`config.mk`:
```
export PLATFORM = sky130hd
export DESIGN_NAME = spi_lcd_top
export DESIGN_NICKNAME = d
export VERILOG_FILES = /design/src/rtl/lcd_pkg.sv /design/src/rtl/spi_byte_tx.sv /design/src/rtl/spi_lcd_top.sv
export SDC_FILE = /design/constraint.sdc
export NUM_CORES = 1
export LEC_CHECK = 0
export CELL_PAD_IN_SITES_DETAIL_PLACEMENT = 1
export CELL_PAD_IN_SITES_GLOBAL_PLACEMENT = 1
export CORE_ASPECT_RATIO = 1.4
export CORE_MARGIN = 1
export CORE_UTILIZATION = 36
export DETAILED_ROUTE_END_ITERATION = 6
export HOLD_SLACK_MARGIN = 0.03
export PLACE_DENSITY_LB_ADDON = 0.1
export SYNTH_ARGS = -nofsm -noshare
export SYNTH_HDL_FRONTEND = slang
export SYNTH_SLANG_ARGS = --single-unit
```
`constraint.sdc`:
```
create_clock -name clk -period 1.9 [get_ports clk]
set_input_delay 0.285 -clock clk [delete_from_list [all_inputs] [get_ports clk]]
set_output_delay 0.285 -clock clk [all_outputs]
set_load 0.05 [all_outputs]
```
`src/rtl/lcd_pkg.sv`:
```
// Shared constants and state types for the PCD8544 (Nokia 5110) SPI front end.
// Holds the power-up command sequence, glyph geometry and FSM state enums.
package lcd_pkg;

    localparam int unsigned INIT_LEN    = 8;
    localparam int unsigned GLYPH_BYTES = 6;
    localparam int unsigned LCD_COLS    = 84;
    localparam int unsigned ADDR_W      = 7;
    localparam int unsigned IDX_W       = 3;

    // Entry 0 is sent first: extended set, Vop, temp coeff, bias, basic set,
    // normal display, X=0, Y=0.
    localparam logic [INIT_LEN-1:0][7:0] INIT_CMDS = {
        8'h40, 8'h80, 8'h0C, 8'h20, 8'h14, 8'h04, 8'hB8, 8'h21
    };

    typedef enum logic [2:0] {
        ENG_LCDRST,
        ENG_IDLE,
        ENG_SETUP,
        ENG_SHIFT,
        ENG_DONE
    } eng_state_t;

    typedef enum logic {
        CTL_INIT,
        CTL_DATA
    } ctl_state_t;

endpackage

```
`src/rtl/spi_byte_tx.sv`:
```
// Tick generator plus SPI byte engine driving the LCD pins.
// Ports: clk, rst (async, active high); byte_in/mode/enable accept one byte
// while idle; ready pulses one cycle when the engine becomes idle;
// SCK/MOSI/DC/CS/LCD_reset go straight to the panel.
module spi_byte_tx
    import lcd_pkg::*;
#(
    parameter int unsigned CLK_DIV_LOG2  = 3,
    parameter int unsigned LCD_RST_TICKS = 16
) (
    input  logic       clk,
    input  logic       rst,
    input  logic [7:0] byte_in,
    input  logic       mode,
    input  logic       enable,
    output logic       ready,
    output logic       SCK,
    output logic       MOSI,
    output logic       DC,
    output logic       CS,
    output logic       LCD_reset
);

    localparam int unsigned RST_W = $clog2(LCD_RST_TICKS + 1);

    logic [CLK_DIV_LOG2-1:0] div_cnt;
    logic                    tick_c;

    eng_state_t       state, state_d;
    logic [RST_W-1:0] rst_cnt, rst_cnt_d;
    logic [3:0]       bit_cnt, bit_cnt_d;
    logic [7:0]       sh, sh_d;
    logic             mode_q, mode_d;
    logic             ready_d, sck_d, mosi_d, dc_d, cs_d, lcd_reset_d;

    // Free-running divider; tick is a clock enable on the last count.
    always_ff @(posedge clk or posedge rst) begin
        if (rst) div_cnt <= '0;
        else     div_cnt <= div_cnt + CLK_DIV_LOG2'(1);
    end

    assign tick_c = &div_cnt;

    // State and registered pin outputs.
    always_ff @(posedge clk or posedge rst) begin
        if (rst) begin
            state     <= ENG_LCDRST;
            rst_cnt   <= '0;
            bit_cnt   <= '0;
            sh        <= '0;
            mode_q    <= 1'b0;
            ready     <= 1'b0;
            SCK       <= 1'b0;
            MOSI      <= 1'b0;
            DC        <= 1'b0;
            CS        <= 1'b1;
            LCD_reset <= 1'b0;
        end else begin
            state     <= state_d;
            rst_cnt   <= rst_cnt_d;
            bit_cnt   <= bit_cnt_d;
            sh        <= sh_d;
            mode_q    <= mode_d;
            ready     <= ready_d;
            SCK       <= sck_d;
            MOSI      <= mosi_d;
            DC        <= dc_d;
            CS        <= cs_d;
            LCD_reset <= lcd_reset_d;
        end
    end

    // Next-state and next-output logic.
    always_comb begin
        state_d     = state;
        rst_cnt_d   = rst_cnt;
        bit_cnt_d   = bit_cnt;
        sh_d        = sh;
        mode_d      = mode_q;
        ready_d     = 1'b0;
        sck_d       = SCK;
        mosi_d      = MOSI;
        dc_d        = DC;
        cs_d        = CS;
        lcd_reset_d = LCD_reset;

        case (state)
            ENG_LCDRST: begin
                if (tick_c) begin
                    if (rst_cnt == RST_W'(LCD_RST_TICKS - 1)) begin
                        lcd_reset_d = 1'b1;
                        ready_d     = 1'b1;
                        state_d     = ENG_IDLE;
                    end else begin
                        rst_cnt_d = rst_cnt + RST_W'(1);
                    end
                end
            end
            ENG_IDLE: begin
                cs_d  = 1'b1;
                sck_d = 1'b0;
                // Latch on any cycle; the byte starts on the next tick.
                if (enable) begin
                    sh_d    = byte_in;
                    mode_d  = mode;
                    state_d = ENG_SETUP;
                end
            end
            ENG_SETUP: begin
                if (tick_c) begin
                    cs_d      = 1'b0;
                    dc_d      = mode_q;
                    mosi_d    = sh[7];
                    bit_cnt_d = '0;
                    state_d   = ENG_SHIFT;
                end
            end
            ENG_SHIFT: begin
                if (tick_c) begin
                    bit_cnt_d = bit_cnt + 4'd1;
                    if (!SCK) begin
                        sck_d = 1'b1;
                    end else begin
                        // Data moves on the falling edge so the panel samples on rising.
                        sck_d  = 1'b0;
                        mosi_d = sh[6];
                        sh_d   = {sh[6:0], 1'b0};
                    end
                    if (bit_cnt == 4'd15) state_d = ENG_DONE;
                end
            end
            ENG_DONE: begin
                if (tick_c) begin
                    cs_d    = 1'b1;
                    sck_d   = 1'b0;
                    ready_d = 1'b1;
                    state_d = ENG_IDLE;
                end
            end
            default: state_d = ENG_LCDRST;
        endcase
    end

endmodule

```
`src/rtl/spi_lcd_top.sv`:
```
// PCD8544 front end: sends the init command list once, then streams 6-byte
// column glyphs from an external memory indexed by mem_address (0..83).
// Ports: clk, rst (async, active high); data_in glyph (byte 0 first);
// mem_address glyph index; ready byte-engine idle pulse; LCD pins.
module spi_lcd_top
    import lcd_pkg::*;
#(
    parameter int unsigned CLK_DIV_LOG2  = 3,
    parameter int unsigned LCD_RST_TICKS = 16
) (
    input  logic                  clk,
    input  logic                  rst,
    input  logic [47:0]           data_in,
    output logic [ADDR_W-1:0]     mem_address,
    output logic                  ready,
    output logic                  SCK,
    output logic                  MOSI,
    output logic                  DC,
    output logic                  CS,
    output logic                  LCD_reset
);

    ctl_state_t                  phase, phase_d;
    logic [IDX_W-1:0]            idx, idx_d;
    logic [ADDR_W-1:0]           addr_d;
    logic                        en_q, en_d;
    logic [7:0]                  byte_q, byte_d;
    logic                        mode_q, mode_d;
    logic [GLYPH_BYTES-1:0][7:0] glyph_c;

    assign glyph_c = data_in;

    spi_byte_tx #(
        .CLK_DIV_LOG2  (CLK_DIV_LOG2),
        .LCD_RST_TICKS (LCD_RST_TICKS)
    ) u_tx (
        .clk       (clk),
        .rst       (rst),
        .byte_in   (byte_q),
        .mode      (mode_q),
        .enable    (en_q),
        .ready     (ready),
        .SCK       (SCK),
        .MOSI      (MOSI),
        .DC        (DC),
        .CS        (CS),
        .LCD_reset (LCD_reset)
    );

    // Controller state, handshake and address registers.
    always_ff @(posedge clk or posedge rst) begin
        if (rst) begin
            phase       <= CTL_INIT;
            idx         <= '0;
            mem_address <= '0;
            en_q        <= 1'b0;
            byte_q      <= '0;
            mode_q      <= 1'b0;
        end else begin
            phase       <= phase_d;
            idx         <= idx_d;
            mem_address <= addr_d;
            en_q        <= en_d;
            byte_q      <= byte_d;
            mode_q      <= mode_d;
        end
    end

    // Each ready pulse issues the next byte; the address advances as the
    // last byte of a glyph is handed over, giving memory a full byte time.
    always_comb begin
        phase_d = phase;
        idx_d   = idx;
        addr_d  = mem_address;
        en_d    = 1'b0;
        byte_d  = byte_q;
        mode_d  = mode_q;

        if (ready) begin
            en_d = 1'b1;
            case (phase)
                CTL_INIT: begin
                    byte_d = INIT_CMDS[idx];
                    mode_d = 1'b0;
                    if (idx == IDX_W'(INIT_LEN - 1)) begin
                        idx_d   = '0;
                        phase_d = CTL_DATA;
                    end else begin
                        idx_d = idx + IDX_W'(1);
                    end
                end
                CTL_DATA: begin
                    byte_d = glyph_c[idx];
                    mode_d = 1'b1;
                    if (idx == IDX_W'(GLYPH_BYTES - 1)) begin
                        idx_d  = '0;
                        addr_d = (mem_address == ADDR_W'(LCD_COLS - 1))
                                 ? '0 : mem_address + ADDR_W'(1);
                    end else begin
                        idx_d = idx + IDX_W'(1);
                    end
                end
                default: phase_d = CTL_INIT;
            endcase
        end
    end

endmodule

```
==> flow_summary.json, run 1 <==
{
  "synthCells": 289,
  "cts_tree": "built",
  "drtPass1Iterations": 4,
  "relSlewSlack_pct": 67.1,
  "fillCellCount": 926,
  "worstPathCellList": "clkdlybuf4s50_1",
  "ys_seq_area_share_pct": 41.3,
  "ys_types": 63,
  "synth_top_cell_by_area": "dfrtp_1",
  "clkTransAtPathRegs_ps": 70,
  "tightestPinTransition_ps": 492,
  "highest_layer": "met4",
  "grtUsageTotal_pct": 17.4,
  "r2r_slack_ps": 160,
  "path_class": "flip-flop to output pin",
  "p_leak_nw": 1.73,
  "cp.required_ps": 1620,
  "start_util_pct": 37.5,
  "setup-violations-final": 0,
  "cts_setup_buffers": 0,
  "synthMostInstantiatedCell": "dfrtp_1",
  "setup_tns_ps": 0,
  "critical-path-top-delay-family": "buffers and inverters",
  "min_path_type": "input port to asynchronous set/reset pin",
  "port_buffers": 62,
  "rows": 39,
  "drt-initial-drc-count": 76,
  "synth_top_area_share_pct": 40.5,
  "ys_warn_count": 0,
  "rsz0062_at_grt": "false",
  "r2r_cells": 5,
  "die_h_um": 112,
  "grt_antenna_before_repair": 0,
  "core_area_um2": 8250,
  "postSynthAreaPerCell_um2": 10.7,
  "insertedDiodeCount": 0,
  "routed_via_density": 5.18,
  "cp-end-kind": "output pin",
  "fin_cells": 460,
  "arrival_ps": 1520,
  "final_layout_size_suffix_gt1_share_pct": 17.6,
  "wl_met2_um": 3650,
  "wirelength_um": 6930,
  "fin_crit_ps": 1800,
  "setup.worst_path.start_class": "flip-flop",
  "cp_max_fo": 5,
  "cts_sinks": 51,
  "vias": 2385,
  "die_w_um": 80.3,
  "wire_per_inst_um": 15.1,
  "nets": 419,
  "cts_max_path_buffers": 2,
  "synthArstFlopShare_pct": 100,
  "ys_ff_latch": 51,
  "crit_path_start": "mem_address[0]$_DFFE_PP0P_",
  "die_area_um2": 8960,
  "cts_made_buffers": 5,
  "hpwl_um": 5430,
  "drc": 0,
  "ys.flop_type": "dfrtp_1",
  "placed_cells": 452,
  "clockRootBuffer": "clkbuf_16",
  "grt_max_degree": 39,
  "synth.area.top_cells": "dfrtp_1 (40%), ha_1 (4.9%), mux2i_1 (4.5%), mux2_1 (4.0%), nand2b_1 (3.8%)",
  "ctsHoldBuffers": 0,
  "io_pins": 63,
  "synthesis.nets": 351,
  "status": "completed",
  "ant_nets": 0,
  "peakVddDrop_v": 0.000297,
  "ys_top_cells_by_count": "dfrtp_1 (50), nand2_1 (19), nand2b_1 (19)",
  "max_cap_viol_count": 0,
  "reg2reg_from": "u_tx.div_cnt[0]$_DFF_PP0_",
  "grt_pass1_wl_um": 12200,
  "gp_congestion": 0.729,
  "grt_pass1_vias": 2573,
  "synth_edf_count": 0,
  "power_mw": 2.15,
  "insertion_delay_ps": 290,
  "critPathSlowestCell": "clkdlybuf4s50_1",
  "synthToLayoutAreaGrowth_pct": 30.9,
  "routed-wl-met3_um": 192,
  "skew_ps": 10.4,
  "hold_violations": 0,
  "post-route-period-util_pct": 94.8,
  "cp_slowest_stage_delay_ps": 820,
  "power_density_nw_per_um2": 532,
  "cts_resized": 0,
  "crit_buf_inv": 1,
  "htreeDepth": 2,
  "syn_area_um2": 3090,
  "max_freq_mhz": 555,
  "reg2reg_to": "u_tx.sh[4]$_DFFE_PP0P_",
  "gr-total-overflow": 0,
  "drt-met1-wl_um": 3000,
  "slew_viol_final": 0
}
==> worst reg2reg max path, cell delays in order (launching register included) <==
cell and delay, ps:
dfrtp_1 380, ha_1 210, ha_1 190, nand3_1 130, a21oi_4 340, mux2_2 380
==> final cells by class <==
class	instances	area [um^2]	area share [%]
sequential	51	1280	31.6
clock inverter	1	8.76	0.217
clock buffer	7	143	3.53
inverter	16	60.1	1.48
tap	102	128	3.15
timing repair buffer	79	768	19.0
multi-input combinational	204	1660	41.0
==> through the flow <==
| stage | hold slack [ps] | instance area [um^2] | worst slack, ps | util, % |
|---|---|---|---|---|
| after floorplan | 422 | 3090 | 76.6 | - |
| after global placement | 435 | 3880 | 190 | 47.1 |
| after detailed placement | 460 | 3880 | 108 | 47.1 |
| after CTS | 288 | 4040 | 85.1 | 48.9 |
| after global routing | 296 | 4050 | 45.8 | 49.1 |
| final | 272 | 4050 | 98.0 | 49.1 |
==> logic make-up (layout without fill, tap and decap cells) <==
kind of cell,count (synthesis),count (layout),synth area share [%]
adders and majority gates,12,12,4.86
AOI/OAI and AO/OA,62,62,15.2
muxes,40,40,15.8
and+or+nand+nor,85,85,16.1
DFF,51,51,41.3
xor gates and xnor gates,5,5,1.42
buffers and inverters,34,103,5.22
==> layout by cell type (no fill, tap or decap), types with 2 or more instances in the layout <==
master           count
mux4_2               5
a31o_2               3
inv_1               14
mux2_2              10
dfrtp_1             50
clkdlybuf4s50_1     55
o21ai_0             12
nand3_1              7
nand3b_1             4
ha_1                12
nand2_1             19
mux2_1              11
buf_12               3
nand4_1              2
o31ai_1              4
a21oi_1              8
nor2_1               8
buf_4               21
inv_2                2
nor3_1               2
clkbuf_16            5
and3_1               3
and2_1               2
a221oi_1             6
nand4b_1             2
mux2i_1             14
o32ai_1              2
a21o_1               2
o211ai_2             2
nor2b_1              6
o21ai_1              2
a41o_1               2
a31oi_1              4
xnor2_1              5
nand2b_1            19
==> power breakdown <==
part	switching (mW)	internal, mW	leakage (nW)	total [mW]
registers	0	1.09	0.658	1.09
clock network	0.387	0.527	0.0741	0.914
logic	0.0442	0.109	0.996	0.153
total	0.431	1.72	1.73	2.15
==> state kept, by name, summed over array words and instances (netlist names) <==
| name | count |
|---|---|
| byte_q | 8 |
| u_tx.sh | 8 |
| mem_address | 7 |
| u_tx.rst_cnt | 5 |
| u_tx.bit_cnt | 4 |
| idx | 3 |
| u_tx.div_cnt | 3 |
| u_tx.state | 3 |
| en_q | 1 |
| mode_q | 1 |
| phase | 1 |
| u_tx.CS | 1 |
| u_tx.DC | 1 |
| u_tx.LCD_reset | 1 |
| u_tx.MOSI | 1 |
| u_tx.SCK | 1 |
| u_tx.mode_q | 1 |
| u_tx.ready | 1 |
==> per-layer routing <==
layer / global-route usage, % / up-vias
met3: 2.79 / 6
met1: 21.2 / 1150
met2: 30.9 / 44
li1: - / 1185
met4: 5.00 / 0
met5: 0 / -
==> how the worst max path moves through the flow <==
stage / end / depth (start not counted) / slack [ps]
after floorplan: mem_address[6]$_DFFE_PP0P_ / 7 / 80
after global placement: u_tx.rst_cnt[1]$_DFFE_PP0P_ / 5 / 190
after detailed placement: u_tx.rst_cnt[1]$_DFFE_PP0P_ / 5 / 110
after CTS: mem_address[0] / 1 / 90
after global routing: mem_address[0] / 1 / 50
final: mem_address[0] / 1 / 100
Power figures use the tool's default switching activity.
==> run 2: changes to the inputs <==
==> constraint.sdc (replaced) <==
create_clock -name clk -period 1.9 [get_ports clk]
set_input_delay 0.38 -clock clk [delete_from_list [all_inputs] [get_ports clk]]
set_output_delay 0.38 -clock clk [all_outputs]
set_load 0.05 [all_outputs]
==> run 2 against run 1 <==
Worst setup slack better by 17 ps. Register-to-register slack got worse by 40 ps. Global-route usage grew 0.41 points. Final area is 0.53% lower. Combinational power is 4% higher. Flip-flop and latch count unchanged. Sequential share of layout area rose by 0.17 points. First-iteration DRC count is 13% lower. Hold slack improved by 110 ps. Critical endpoint is now u_tx.sh[5]$_DFFE_PP0P_. Largest power group unchanged.
==> flow_summary.json, run 2 (same netlist as run 1, synthesis figures left out) <==
{
  "routed_via_density": 5.30,
  "cts_resized": 0,
  "drc": 0,
  "die_w_um": 80.3,
  "min_path_type": "input port to asynchronous set/reset pin",
  "cts_setup_buffers": 0,
  "rows": 39,
  "drt-initial-drc-count": 66,
  "p_leak_nw": 1.70,
  "critPathCapture": "u_tx.sh[5]$_DFFE_PP0P_",
  "max_freq_mhz": 560,
  "fin_crit_ps": 1780,
  "post-route-period-util_pct": 93.9,
  "synthToLayoutAreaGrowth_pct": 30.2,
  "hold_violations": 0,
  "htreeDepth": 2,
  "tightestPinTransition_ps": 395,
  "gr-total-overflow": 0,
  "skew_ps": 10.3,
  "ant_nets": 0,
  "die_area_um2": 8960,
  "insertion_delay_ps": 280,
  "grt_max_degree": 39,
  "setup_tns_ps": 0,
  "cts_max_path_buffers": 2,
  "r2r_cells": 5,
  "final_layout_size_suffix_gt1_share_pct": 19.3,
  "relSlewSlack_pct": 73.6,
  "status": "completed",
  "drtPass1Iterations": 4,
  "cts_made_buffers": 5,
  "cp-end-kind": "flip-flop",
  "cts_tree": "built",
  "insertedDiodeCount": 0,
  "start_util_pct": 37.5,
  "ctsHoldBuffers": 0,
  "wire_per_inst_um": 15.4,
  "power_density_nw_per_um2": 527,
  "r2r_slack_ps": 120,
  "hpwl_um": 5400,
  "placed_cells": 452,
  "cp_max_fo": 8,
  "gp_congestion": 0.736,
  "slew_viol_final": 0,
  "path_class": "flip-flop to flip-flop",
  "vias": 2439,
  "reg2reg_from": "u_tx.div_cnt[0]$_DFF_PP0_",
  "crit_path_start": "u_tx.div_cnt[0]$_DFF_PP0_",
  "cts_sinks": 51,
  "arrival_ps": 1950,
  "port_buffers": 62,
  "final_common_cell": "dfrtp_1",
  "clockRootBuffer": "clkbuf_16",
  "cp.required_ps": 2060,
  "max_cap_viol_count": 0,
  "fin_cells": 460,
  "io_pins": 63,
  "reg2reg_to": "u_tx.sh[5]$_DFFE_PP0P_",
  "peakVddDrop_v": 0.000324,
  "rsz0062_at_grt": "false",
  "setup.worst_path.start_class": "flip-flop",
  "fillCellCount": 918,
  "grt_pass1_wl_um": 12700,
  "nets": 419,
  "setup-violations-final": 0,
  "clkTransAtPathRegs_ps": 70,
  "grt_antenna_before_repair": 0,
  "die_h_um": 112,
  "core_area_um2": 8250,
  "largestRegisters": "byte_q: 8 flops, u_tx.sh: 8 flops, mem_address: 7 flops",
  "grt_pass1_vias": 2640,
  "fin_hold_ws_ps": 385,
  "grtUsageTotal_pct": 17.8,
  "final_cell_mix": "dfrtp_1 (50), clkdlybuf4s50_1 (49), buf_4 (26)",
  "wirelength_um": 7080
}
==> run 2: cell types whose count changed in the layout (fill, tap and decap cells not counted), sizes merged <==
| cell | before | now |
|---|---|---|
| clkbuf | 7 | 6 |
| buf | 24 | 30 |
| clkinvlp | 0 | 1 |
| clkdlybuf4s50 | 55 | 49 |
==> run 2: worst min-delay path by stage <==
| stage | startpoint | end | slack, ps | cells after the start |
|---|---|---|---|---|
| floorplan | u_tx.div_cnt[0]$_DFF_PP0_ | u_tx.div_cnt[0]$_DFF_PP0_ | 420 | 1 |
| global placement | u_tx.div_cnt[0]$_DFF_PP0_ | u_tx.div_cnt[0]$_DFF_PP0_ | 430 | 1 |
| detailed placement | u_tx.div_cnt[0]$_DFF_PP0_ | u_tx.div_cnt[0]$_DFF_PP0_ | 450 | 1 |
| CTS | rst | u_tx.div_cnt[0]$_DFF_PP0_ | 390 | 2 |
| global route | rst | u_tx.div_cnt[0]$_DFF_PP0_ | 410 | 2 |
| finish | rst | u_tx.div_cnt[0]$_DFF_PP0_ | 390 | 2 |
==> run 2: power breakdown <==
| part | switching [mW] | internal [mW] |
|---|---|---|
| logic | 0.0460 | 0.113 |
| clock network | 0.388 | 0.487 |
| registers | 0 | 1.09 |
| total | 0.435 | 1.68 |
==> run 2: layer usage <==
metal	vias to the layer above	GRT usage, %	wire, um	share of wire [%]
met5	-	0	0	0
met4	0	4.64	43	0.61
met3	2	2.62	176	2.5
met2	39	30.9	3760	53
met1	1214	22.7	3100	44
li1	1184	-	-	-
==> run 2: stage by stage <==
step                      setup WS [ps]  utilization, %  area [um^2]  power (mW)
final                               115            48.8         4020        2.12
after global placement              195            47.1         3880        1.27
after global routing               30.3            48.8         4020        2.22
after detailed placement            139            47.1         3880        1.27
after CTS                          95.5            48.8         4020        2.15
after floorplan                    76.6               -         3090        1.15
==> run 2: final cells by class <==
| cell class | count | area [um^2] | area share, % |
|---|---|---|---|
| Clock buffer | 6 | 129 | 3.20 |
| Clock inverter | 2 | 12.5 | 0.311 |
| Inverter | 16 | 60.1 | 1.49 |
| Multi-Input combinational cell | 204 | 1650 | 41.0 |
| Sequential cell | 51 | 1280 | 31.7 |
| Tap cell | 102 | 128 | 3.17 |
| Timing Repair Buffer | 79 | 766 | 19.0 |
==> run 2: critical path: stages (launching register included) <==
cell and delay, ps:
dfrtp_1 400, ha_1 220, ha_1 190, nand3_1 130, a21oi_4 350, mux2_2 370
==> run 3: changes to the inputs <==
Settings changed: ABC_CLOCK_PERIOD_IN_PS from default to 1900, SKIP_LAST_GASP from default to 1.
==> results of run 3 <==
Same layout as run 2: the final DEF is identical, and so are final timing and power.
